===== config.mk =====
export PLATFORM = sky130hd
export DESIGN_NAME = zuart_txq
export DESIGN_NICKNAME = d
export VERILOG_FILES = /design/src/rtl/zuart_txq.sv
export SDC_FILE = /design/constraint.sdc
export NUM_CORES = 1
export LEC_CHECK = 0
export BUFFER_PORTS_ARGS = -buffer_cell sky130_fd_sc_hd__buf_4
export CAP_MARGIN = 20
export CORE_UTILIZATION = 39
export CTS_BUF_LIST = sky130_fd_sc_hd__clkbuf_16
export CTS_CLUSTER_DIAMETER = 100
export DETAILED_ROUTE_END_ITERATION = 10
export PLACE_DENSITY = 0.57
export SETUP_SLACK_MARGIN = 0.02
export SYNTH_ARGS = -nofsm -noshare
export SYNTH_HDL_FRONTEND = slang
export SYNTH_SLANG_ARGS = --single-unit

===== constraint.sdc =====
create_clock -name iClk -period 3.05 [get_ports iClk]
set_input_delay 0.915 -clock iClk [delete_from_list [all_inputs] [get_ports iClk]]
set_output_delay 0.915 -clock iClk [all_outputs]
set_load 0.02 [all_outputs]

===== src/rtl/zuart_txq.sv =====
// zuart_txq: power-of-two byte FIFO plus a two-state sequencer that feeds the
// UART transmitter, holding oTxEn high across back-to-back queued bytes.
module zuart_txq #(
  parameter int DEPTH_LOG2 = 4
) (
  input  logic                  iClk,
  input  logic                  iRst,
  input  logic                  iWrEn,
  input  logic [7:0]            iWrData,
  input  logic                  iFlush,
  input  logic                  iOvfClr,
  output logic                  oFull,
  output logic                  oEmpty,
  output logic [DEPTH_LOG2:0]   oCount,
  output logic                  oOvf,
  output logic                  oTxEn,
  output logic [7:0]            oTxData,
  input  logic                  iTxDone,
  output logic                  oBusy
);

  localparam int DEPTH = 1 << DEPTH_LOG2;
  localparam logic [DEPTH_LOG2:0]   FULL_CNT = (DEPTH_LOG2 + 1)'(DEPTH);
  localparam logic [DEPTH_LOG2-1:0] PTR_ONE  = DEPTH_LOG2'(1);

  typedef enum logic {IDLE = 1'b0, BUSY = 1'b1} stateT;

  stateT                 state, stateNext;
  logic [7:0]            mem [DEPTH];
  logic [DEPTH_LOG2-1:0] wrPtr, rdPtr;
  logic [DEPTH_LOG2:0]   countNext;
  logic                  fifoAvail, wrAccept, wrDrop, pop;

  // A flush makes the queue look empty this cycle, both to the sequencer and to writers.
  always_comb begin
    // NOTE: every signal driven here gets a default first, so no branch can leave one unassigned and infer a latch.
    stateNext = state;
    pop       = 1'b0;
    fifoAvail = ~oEmpty & ~iFlush;
    wrAccept  = iWrEn & ~oFull & ~iFlush;
    wrDrop    = iWrEn & oFull & ~iFlush;

    case (state)
      IDLE: begin
        if (fifoAvail) begin
          pop       = 1'b1;
          stateNext = BUSY;
        end
      end
      BUSY: begin
        if (iTxDone) begin
          if (fifoAvail) pop = 1'b1;
          else           stateNext = IDLE;
        end
      end
      default: stateNext = IDLE;
    endcase

    if (iFlush) countNext = '0;
    else        countNext = oCount + (DEPTH_LOG2 + 1)'(wrAccept) - (DEPTH_LOG2 + 1)'(pop);
  end

  always_ff @(posedge iClk) begin
    // NOTE: sequential state uses non-blocking assignments so every flop samples pre-edge values.
    if (iRst) state <= IDLE;
    else      state <= stateNext;
  end

  always_ff @(posedge iClk) begin
    if (iRst) begin
      wrPtr   <= '0;
      rdPtr   <= '0;
      oCount  <= '0;
      oEmpty  <= 1'b1;
      oFull   <= 1'b0;
      oOvf    <= 1'b0;
      oTxData <= 8'h00;
    end else begin
      if (iFlush)   rdPtr <= wrPtr;
      else if (pop) rdPtr <= rdPtr + PTR_ONE;
      if (wrAccept) wrPtr <= wrPtr + PTR_ONE;

      oCount <= countNext;
      oEmpty <= (countNext == '0);
      oFull  <= (countNext == FULL_CNT);

      // A dropped write wins over a clear in the same cycle.
      if (wrDrop)       oOvf <= 1'b1;
      else if (iOvfClr) oOvf <= 1'b0;

      if (pop) oTxData <= mem[rdPtr];
    end
  end

  // NOTE: the storage array is not reset; pointers and occupancy define what is valid, so stale contents are never observed.
  always_ff @(posedge iClk) begin
    if (wrAccept && !iRst) mem[wrPtr] <= iWrData;
  end

  assign oTxEn = (state == BUSY);
  assign oBusy = oTxEn | ~oEmpty;

endmodule


==> results of run 1 <==
-- area by class of cell --
class / instances / area share [%]
Clock inverter: 15 / 1.60
Timing Repair Buffer: 58 / 6.22
Clock buffer: 17 / 5.74
Inverter: 16 / 0.811
Tap cell: 211 / 3.56
Multi-Input combinational cell: 166 / 23.4
Sequential cell: 153 / 58.7
-- cells by family after synthesis --
kind of cell	after synthesis	synth area share, %
flip-flops	153	69.6
multiplexers	49	14.3
AND/OR/NAND/NOR	74	6.36
buffers and inverters	34	3.33
XOR/XNOR	9	1.26
AO/OA/AOI/OAI	23	2.81
adder cells (fa/ha/maj)	11	2.33
-- worst min-delay path by stage --
stage                      end  startpoint  slack [ns]  depth (start not counted)
finish              oTxData[7]  oTxData[7]        0.47                          1
global route        oTxData[5]  oTxData[5]        0.50                          1
CTS                 oTxData[7]  oTxData[7]        0.47                          1
detailed placement  oTxData[7]  oTxData[7]        0.46                          1
global placement    oTxData[3]  oTxData[3]        0.45                          1
floorplan             wrPtr[1]    wrPtr[1]        0.48                          2
-- cell usage after synthesis --
| library cell | n |
|---|---|
| a2111oi_0 | 1 |
| a211o_1 | 8 |
| a211oi_1 | 5 |
| a21boi_0 | 1 |
| a21o_1 | 1 |
| a21oi_1 | 3 |
| a32oi_1 | 1 |
| and2_1 | 14 |
| and3_1 | 1 |
| buf_1 | 1 |
| buf_12 | 1 |
| buf_2 | 6 |
| buf_6 | 7 |
| clkbuf_1 | 2 |
| clkbuf_4 | 1 |
| dfxtp_1 | 25 |
| edfxtp_1 | 128 |
| fa_1 | 1 |
| ha_1 | 10 |
| inv_1 | 16 |
| mux2i_1 | 17 |
| mux4_2 | 32 |
| nand2_1 | 3 |
| nand2b_1 | 1 |
| nand3_1 | 2 |
| nand4_1 | 1 |
| nor2_1 | 36 |
| nor2b_1 | 2 |
| nor3_1 | 3 |
| nor3b_1 | 2 |
| nor3b_4 | 1 |
| nor4_1 | 1 |
| nor4b_1 | 3 |
| nor4bb_1 | 1 |
| o21a_1 | 1 |
| o21ai_0 | 1 |
| o31ai_1 | 1 |
| or2_4 | 1 |
| or4_1 | 1 |
| or4b_4 | 1 |
| xnor2_1 | 5 |
| xor2_1 | 4 |
-- per-stage QoR --
stage / setup WS (ns) / power, µW
after CTS: 0.245 / 4770
after global routing: 0.120 / 4890
after floorplan: -0.0796 / 2680
final: 0.261 / 4720
after detailed placement: -0.192 / 2840
after global placement: -0.115 / 2830
-- report_power, final --
part	leakage [µW]	total, µW	switching, µW	internal [µW]
Clock	0.000280	1940	765	1170
Combinational	0.000940	453	239	215
Sequential	0.00136	2330	34.0	2300
-- worst max-delay path, stage by stage --
cell and delay, ns:
buf_4 0.13, nor3_2 0.26, ha_4 0.25, inv_2 0.05, ha_4 0.12, inv_2 0.03
fa_2 0.38, xnor2_2 0.16, nor4bb_1 0.29, mux2i_1 0.14, a2111oi_0 0.35
-- routing by layer --
metal	part of all wire, %	vias up	routed length [µm]	global-route usage (%)
li1	-	1482	-	-
met1	43	1632	5260	21.4
met2	50	91	6210	27.4
met3	6.0	8	742	4.91
met4	1.1	0	136	5.61
met5	0	-	0	0
-- registers in the layout (all words and copies together) (netlist names) --
signal   count
oCount       5
wrPtr        4
mem        128
rdPtr        4
oTxData      8
oTxEn        1
oEmpty       1
oFull        1
oOvf         1
==> metrics.cfg, run 1 <==
[placement]
place_inst = 604
postPlaceCellArea_mm2 = 0.00686
port_buffers = 31
post-dp-hpwl_mm = 8.09
gp_congestion = 0.756

[floorplan]
start_util_pct = 40.4
die_w_um = 128
row_count = 45
die_h_um = 128
ioPinCount = 32
die-area_mm2 = 0.0165
core_mm2 = 0.0154

[worst_setup_path]
r2r_cells = 11
setup.worst_path.class = in2reg
cp_max_fo = 4
worstPathArrival_ns = 3.09
cp.required_ns = 3.35
startpoint_type = input port
ff2ff_setup_slack_ns = 0.47
worst_r2r_endpoint = oFull
crit-reg2reg-launch = oTxEn
startpoint = iFlush
cp-end-kind = flop
crit_end = oFull

[synthesis]
synth_cell_type_count = 42
yosysWarnings = 0
yosysTopAreaCell = edfxtp_1
synth_nets = 378
syn_area_mm2 = 0.00624
syn_inst = 353
syn_avg_cell_area_um2 = 17.7
ys_ff_latch = 153
synthTopCellsByArea = edfxtp_1, mux4_2, dfxtp_1
synth_seq_area_share_pct = 69.6
synth_top_area_share_pct = 61.6

[route]
via_count = 3213
drc_errors = 0
drt_iter0_drc = 216
firstDrtPassIters = 4
post_drt_wl_per_cell_um = 19.4
detail-route-antenna-nets = 0
vias_per_cell = 5.05
wl_mm = 12.4

[clocking]
clock_path_buffers = 2
clkSlewWorstSetupHoldPaths_ns = 0.06
cts.repair.resized = 0
clock_sinks = 153
cts_hold_buf = 0
h-tree-depth = 4
cts_buffers = 17
clk_latency_ns = 0.42
cts_tree = built
cts_setup_buffers = 0
cts_root_buf = clkbuf_16

[cells_and_area]
drive_gt1_share_pct = 30.1
num_antenna_cells = 0
fin_nets = 437
utilization_pct = 48.0
multiInputGateArea_mm2 = 0.00173
fin_area_mm2 = 0.00741
n_fill_cell = 1344
layout_commonest_cell = edfxtp_1
fin_cells = 636
final_cell_mix = edfxtp_1, buf_4, nor2_1, mux4_2, dfxtp_1
regArea_mm2 = 0.00435
syn_to_final_growth_pct = 18.7

[sta]
slew-limit-headroom_pct = 53.5
fin_crit_sh_pct = 91.5
drv_slew = 0
skew_ns = 0.0151
setup-violations-final = 0
rsz0062_at_grt = no
hold_slack_ns = 0.466
period_minus_slack_ns = 2.79
max_freq_mhz = 359
finalSetupTns_ns = 0
hold_viol = 0
worst_pin_slew_ns = 0.695

[global_routing]
overflow = 0
grt_start_max_net_pins = 26
grt_pass1_wl_mm = 19.6
grt_pass1_vias = 3366
grtUsageTotal_pct = 16.7
antenna_found_initial = 0

[job]
maxCapViolCount = 0

[pwr]
ir_worst_vdd_uv = 397
pwr_density_cell_mw_per_mm2 = 638
leakagePower_uw = 0.00258

[run_status]
status = finished, final reports clean

[worst_hold_path]
worstHoldPathType = reg2reg

Power figures use the tool's default switching activity.
==> run 2, diff against run 1 <==
- ABC_AREA: unset -> 1
==> run 2 against run 1 <==
Utilization is 1.4 points lower. Maximum frequency rose by 10%. Global-route usage rose by 1.3 points. Flip-flop and latch count is the same. Non-clock buffer count is 2 lower. Wire length rose by 21%. Clock skew down 0.0090 ns. Sequential share of layout area fell by 3.0 points. Largest cell class unchanged.
==> metrics.cfg, run 2 <==
[floorplan]
die_h_um = 134  ; +4.0%
core_mm2 = 0.0168  ; +8.6%
row_count = 47  ; +4.4%
start_util_pct = 40.3  ; -0.095 points
die_w_um = 134  ; +4.0%
ioPinCount = 32  ; unchanged
die-area_mm2 = 0.0179  ; +8.3%

[sta]
hold_slack_ns = 0.469  ; +0.00274 ns
period_minus_slack_ns = 2.54  ; -0.254 ns
skew_ns = 0.00602  ; -0.00904 ns
worst_pin_slew_ns = 0.741  ; +0.0459 ns
max_freq_mhz = 394  ; +10%
rsz0062_at_grt = no
finalSetupTns_ns = 0  ; unchanged
drv_slew = 0  ; unchanged
fin_crit_sh_pct = 83.1  ; -8.3 points
fin_ws_ns = 0.515  ; +0.254 ns
hold_viol = 0  ; unchanged
setup-violations-final = 0  ; unchanged
slew-limit-headroom_pct = 50.6  ; -2.9 points

[pwr]
p_comb_share_pct = 14.1  ; +4.5 points
switching_share_pct = 25.3  ; +3.4 points
p_int_uw = 3750  ; +1.7%
ir_worst_vdd_uv = 610  ; +54%
p_sw_uw = 1270  ; +23%
pwr-share-seq_pct = 47.1  ; -2.3 points
power.share.clock_pct = 38.8  ; -2.2 points
power_uw = 5020  ; +6.3%
pwr_density_cell_mw_per_mm2 = 643  ; +0.85%
leakagePower_uw = 0.00333  ; +29%

[clocking]
cts.repair.resized = 0  ; unchanged
clkSlewWorstSetupHoldPaths_ns = 0.06  ; about the same
cts_setup_buffers = 0  ; unchanged
clk_latency_ns = 0.42  ; about the same
cts_root_buf = clkbuf_16
clock_sinks = 153  ; unchanged
clock_path_buffers = 2  ; unchanged
cts_buffers = 17  ; unchanged
cts_tree = built
h-tree-depth = 4  ; unchanged
cts_hold_buf = 0  ; unchanged

[cells_and_area]
layout_commonest_cell = nand2_1
largest_register_ffs = 128  ; unchanged
drive_gt1_share_pct = 11.4  ; -19 points
final_cell_mix = nand2_1, edfxtp_1, inv_1, nand3_1, buf_4
fin_nets = 756  ; +73%
num_antenna_cells = 0  ; unchanged
syn_to_final_growth_pct = 15.5
reg_top3 = mem (128), oTxData (8), oCount (5)
max_flop_register = mem

[synthesis]
synth_nets = 712  ; +88%
synth_edf_count = 128  ; unchanged
syn_avg_cell_area_um2 = 9.84  ; -44%
synth_async_sr_flop_share_pct = 0  ; unchanged
ys_ff_latch = 153  ; unchanged
synth_top_area_share_pct = 56.8  ; -4.8 points
syn_area_mm2 = 0.00676  ; +8.4%
synth_cell_type_count = 28  ; -33%
yosysWarnings = 0  ; unchanged
syn_inst = 687  ; +95%
synthFlopType = edfxtp_1
synth_seq_area_share_pct = 64.2  ; -5.4 points
ys_top_cells_by_count = nand2_1, edfxtp_1, inv_1
synthTopCellsByArea = edfxtp_1, nand2_1, dfxtp_1
yosysMostFrequentCell = nand2_1
yosysTopAreaCell = edfxtp_1

[global_routing]
antenna_found_initial = 0  ; unchanged
grt_start_max_net_pins = 67  ; +160%
grt_pass1_wl_mm = 23.7  ; +21%
grt_pass1_vias = 4315  ; +28%
overflow = 0  ; unchanged
grtUsageTotal_pct = 18.0  ; +1.3 points

[route]
post_drt_wl_per_cell_um = 15.5  ; -20%
vias_per_cell = 4.80  ; -4.9%
drt_iter0_drc = 371  ; +72%
drc_errors = 0  ; unchanged
detail-route-antenna-nets = 0  ; unchanged
firstDrtPassIters = 5  ; +1
wl_mm = 15.0  ; +21%
via_count = 4630  ; +44%

[placement]
port_buffers = 31  ; unchanged
gp_congestion = 0.781  ; +3.2%
post-dp-hpwl_mm = 9.44  ; +17%
dp_slack_ns = 0.0921  ; +0.284 ns

[worst_setup_path]
worstPathArrival_ns = 2.85  ; -0.24 ns
ff2ff_setup_slack_ns = 0.82  ; +0.35 ns
cp-end-kind = flop
crit_end = oFull
cp_max_fo = 8  ; +4
cp.required_ns = 3.37  ; +0.02 ns
setup.worst_path.class = in2reg
crit-reg2reg-launch = oEmpty
startpoint_type = input port
r2r_cells = 17  ; +6
startpoint = iFlush
worst_r2r_endpoint = oFull

[job]
maxCapViolCount = 0  ; unchanged

[run_status]
status = finished, final reports clean

[worst_hold_path]
worstHoldPathType = reg2reg

run 2: cell count changes in the layout (fill, tap and decap cells not counted), moves of 13 or more:
cell | before | now
inv_1 | 16 | 102
mux2i_1 | 17 | 0
mux4_2 | 32 | 0
nand2_1 | 3 | 221
nand3_1 | 2 | 97
and2_1 | 14 | 0
nor3_1 | 2 | 15
run 2: final cells by class:
cell class                      instances  area [µm²]
Inverter                              103         387
Clock buffer                           17         425
Multi-Input combinational cell        400        1820
Fill cell                            1576        8950
Clock inverter                         15         119
Sequential cell                       153        4350
Tap cell                              220         275
Timing Repair Buffer                   56         440
run 2: per-layer routing:
metal	part of all wire (%)	track usage, %	wire, µm
met3	4.8	4.38	712
met2	49	29.6	7270
met4	1.1	6.00	172
met5	0	0	0
met1	46	23.4	6820
run 2: through the flow:
step	utilization (%)	cells	area [µm²]
after CTS	46.6	964	7810
after global placement	43.2	931	7240
after floorplan	-	687	6760
after global routing	46.6	964	7810
after detailed placement	43.4	932	7270
final	46.6	964	7810
run 2: worst min path at each step:
stage	start	endpoint	slack, ns	cells after the start
after CTS	oOvf	oOvf	0.47	2
after floorplan	wrPtr[3]	wrPtr[3]	0.51	2
after global placement	oOvf	oOvf	0.45	2
final	oOvf	oOvf	0.47	2
after detailed placement	oOvf	oOvf	0.46	2
after global routing	oOvf	oOvf	0.49	2
run 2: power by group through the flow:
stage	combinational [µW]	sequential, µW	clock [µW]
finish	707	2360	1950
detailed placement	710	2410	0
global placement	696	2410	0
CTS	716	2360	1980
floorplan	431	2460	0
global route	791	2370	2070
run 2: kinds of logic after synthesis:
logic type               synth area share (%)
flip-flops                               64.2
adder cells (fa/ha/maj)                  2.15
AO/OA/AOI/OAI                            1.67
XOR/XNOR                                0.259
buffers and inverters                    8.86
AND/OR/NAND/NOR                          22.8
run 2: worst max-delay path, cell delays in order:
cell     delay (ns)
buf_4          0.15
nor2_1         0.12
nand2_1        0.12
inv_2          0.07
ha_1           0.21
inv_1          0.06
ha_1           0.16
inv_1          0.06
fa_1           0.35
inv_1          0.09
nand2_1        0.05
nand2_1        0.05
nand2_1        0.06
nand2_1        0.06
nand2_1        0.05
nand3_1        0.10
nor2_1         0.05
nor2b_1        0.13
==> run 3, diff against run 2 <==
- ABC_AREA: 1 -> 0
- clock period: 3.05 -> 2.1 ns (I/O delays scaled with it)
==> run 3 against run 2 <==
Critical path depth is 6 lower. Global-route usage is 1.4 points lower. Critical path type unchanged. Via count is 30% lower. Wire length is 17% lower. The flow now finishes with violations (negative setup slack). Flip-flop and latch count stayed put. First-iteration DRC count is 15% lower. Total power is 42% higher. Largest cell class unchanged. Utilization is 3.3 points higher. Sequential share of layout area is 0.89 points higher. Final area is 1.5% lower.
==> metrics.cfg, run 3 (synthesis results as in run 1) <==
[cells_and_area]
n_fill_cell = 1340  ; -15%
fin_nets = 444  ; -41%
syn_to_final_growth_pct = 23.3
reg_top3 = mem (128), oTxData (8), oCount (5)
final_cell_mix = edfxtp_1, buf_4, nor2_1, mux4_2, dfxtp_1
max_flop_register = mem
layout_commonest_cell = edfxtp_1
utilization_pct = 49.9  ; +3.3 points
fin_area_mm2 = 0.00769  ; -1.5%
drive_gt1_share_pct = 38.0  ; +27 points
largest_register_ffs = 128  ; unchanged
num_antenna_cells = 0  ; unchanged

[route]
wl_mm = 12.4  ; -17%
post_drt_wl_per_cell_um = 19.2  ; +24%
drc_errors = 0  ; unchanged
firstDrtPassIters = 4  ; -1
drt_iter0_drc = 317  ; -15%
vias_per_cell = 5.02  ; +4.6%
via_count = 3231  ; -30%
detail-route-antenna-nets = 0  ; unchanged

[clocking]
clock_sinks = 153  ; unchanged
clkSlewWorstSetupHoldPaths_ns = 0.06  ; about the same
cts_hold_buf = 0  ; unchanged
cts_buffers = 17  ; unchanged
h-tree-depth = 4  ; unchanged
cts_root_buf = clkbuf_16
cts_tree = built
clock_path_buffers = 2  ; unchanged
clk_latency_ns = 0.42  ; about the same

[sta]
skew_ns = 0.00964  ; +0.00361 ns
period_minus_slack_ns = 2.54
hold_slack_ns = 0.462  ; -0.00620 ns
hold_viol = 0  ; unchanged
fin_ws_ns = -0.444  ; -0.959 ns
slew-limit-headroom_pct = 55.0  ; +4.4 points
setup-violations-final = 3  ; +3
rsz0062_at_grt = yes
fin_crit_sh_pct = 121
worst_pin_slew_ns = 0.672  ; -0.0689 ns
max_freq_mhz = 393
drv_slew = 0  ; unchanged

[worst_hold_path]
worstHoldPathType = in2reg
holdPathStages = 2  ; unchanged

[worst_setup_path]
cp.required_ns = 2.41  ; -0.96 ns
setup.worst_path.class = in2reg
cp-end-kind = flop
cp_max_fo = 3  ; -5
worstPathArrival_ns = 2.85  ; about the same
startpoint_type = input port
ff2ff_setup_slack_ns = -0.44  ; -1.26 ns
r2r_cells = 11  ; -6

[floorplan]
core_mm2 = 0.0154  ; -8.0%
die-area_mm2 = 0.0165  ; -7.6%
ioPinCount = 32  ; unchanged
row_count = 45  ; -4.3%
start_util_pct = 40.4  ; +0.095 points
die_w_um = 128  ; -3.9%
die_h_um = 128  ; -3.9%

[pwr]
ir_worst_vdd_uv = 606  ; -0.63%
p_comb_share_pct = 10.7  ; -3.4 points
power.share.clock_pct = 41.8  ; +3.0 points
switching_share_pct = 23.3  ; -2.1 points
leakagePower_uw = 0.00265  ; -20%
pwr_density_cell_mw_per_mm2 = 924  ; +44%
p_int_uw = 5450  ; +46%
p_sw_uw = 1650  ; +30%
pwr-share-seq_pct = 47.5  ; +0.4 points

[global_routing]
grt_pass1_vias = 3495  ; -19%
grtUsageTotal_pct = 16.7  ; -1.4 points
overflow = 0  ; unchanged
grt_pass1_wl_mm = 19.4  ; -18%
grt_start_max_net_pins = 27  ; -60%
antenna_found_initial = 0  ; unchanged

[job]
maxCapViolCount = 0  ; unchanged

[run_status]
violations = negative setup slack
status = finished with violations

[placement]
postPlaceCellArea_mm2 = 0.00702  ; -3.4%
port_buffers = 31  ; unchanged
post-dp-hpwl_mm = 7.98  ; -15%
gp_congestion = 0.792  ; +1.5%

-- run 3: cell count changes in the layout (fill, tap and decap cells not counted), sizes merged, moves of 9 or more --
cell   before  now
mux2i       0   17
nor3       15    3
and2        0   14
nand2     221    3
buf        56   65
mux4        0   32
nand3      97    2
inv       105   19
-- run 3: final timing paths --
| check | start | to |
|---|---|---|
| hold reg to reg | oTxData[5] | oTxData[5] |
| setup / recovery | iFlush | oFull |
| hold / removal | iRst | rdPtr[2] |
| setup reg to reg | oFull | oFull |
-- run 3: cell type report --
class | instances | area, µm² | share of cell area (%)
multi-input cells | 166 | 1820 | 23.6
flip-flops and latches | 153 | 4350 | 56.5
repair buffers | 65 | 624 | 8.12
clock buffers | 17 | 425 | 5.53
inverters | 16 | 62.6 | 0.813
clock inverters | 15 | 151 | 1.97
well taps | 211 | 264 | 3.43
-- run 3: per-stage QoR --
step	setup WS, ns	total power [µW]	setup TNS, ns	instances
2_1_floorplan	-0.744	3890	-2.18	353
5_1_grt	-0.543	7360	-1.25	643
3_3_place_gp	-0.774	4120	-16.74	609
4_1_cts	-0.490	7110	-0.844	641
6_report	-0.444	7110	-1.00	643
3_5_place_dp	-0.908	4140	-16.93	609
-- run 3: repair_timing --
| item | CTS | global route |
|---|---|---|
| setup endpoints to repair | 3 | 4 |
| pin swaps | 7 | 7 |
| setup buffers | 0 | 2 |
| resized for setup | 8 | 12 |
-- run 3: metal layers --
layer / up-vias / GRT usage, % / wire length [µm]
li1: 1494 / - / -
met1: 1660 / 21.3 / 5670
met2: 61 / 26.6 / 6020
met3: 16 / 4.62 / 440
met4: 0 / 7.40 / 234
met5: - / 0 / 0
-- run 3: power by group through the flow --
| stage | Clock [µW] | Combinational [µW] | Sequential [µW] |
|---|---|---|---|
| floorplan | 0 | 424 | 3470 |
| global placement | 0 | 684 | 3440 |
| detailed placement | 0 | 701 | 3440 |
| CTS | 3010 | 721 | 3380 |
| global route | 3150 | 826 | 3380 |
| finish | 2970 | 760 | 3380 |
-- run 3: critical path: stages --
cell	delay (ns)
buf_6	0.11
nor3b_4	0.21
inv_2	0.08
ha_4	0.24
inv_4	0.05
ha_4	0.12
inv_2	0.03
fa_2	0.37
xnor2_2	0.18
nor4bb_2	0.33
mux2i_1	0.17
a2111oi_2	0.32
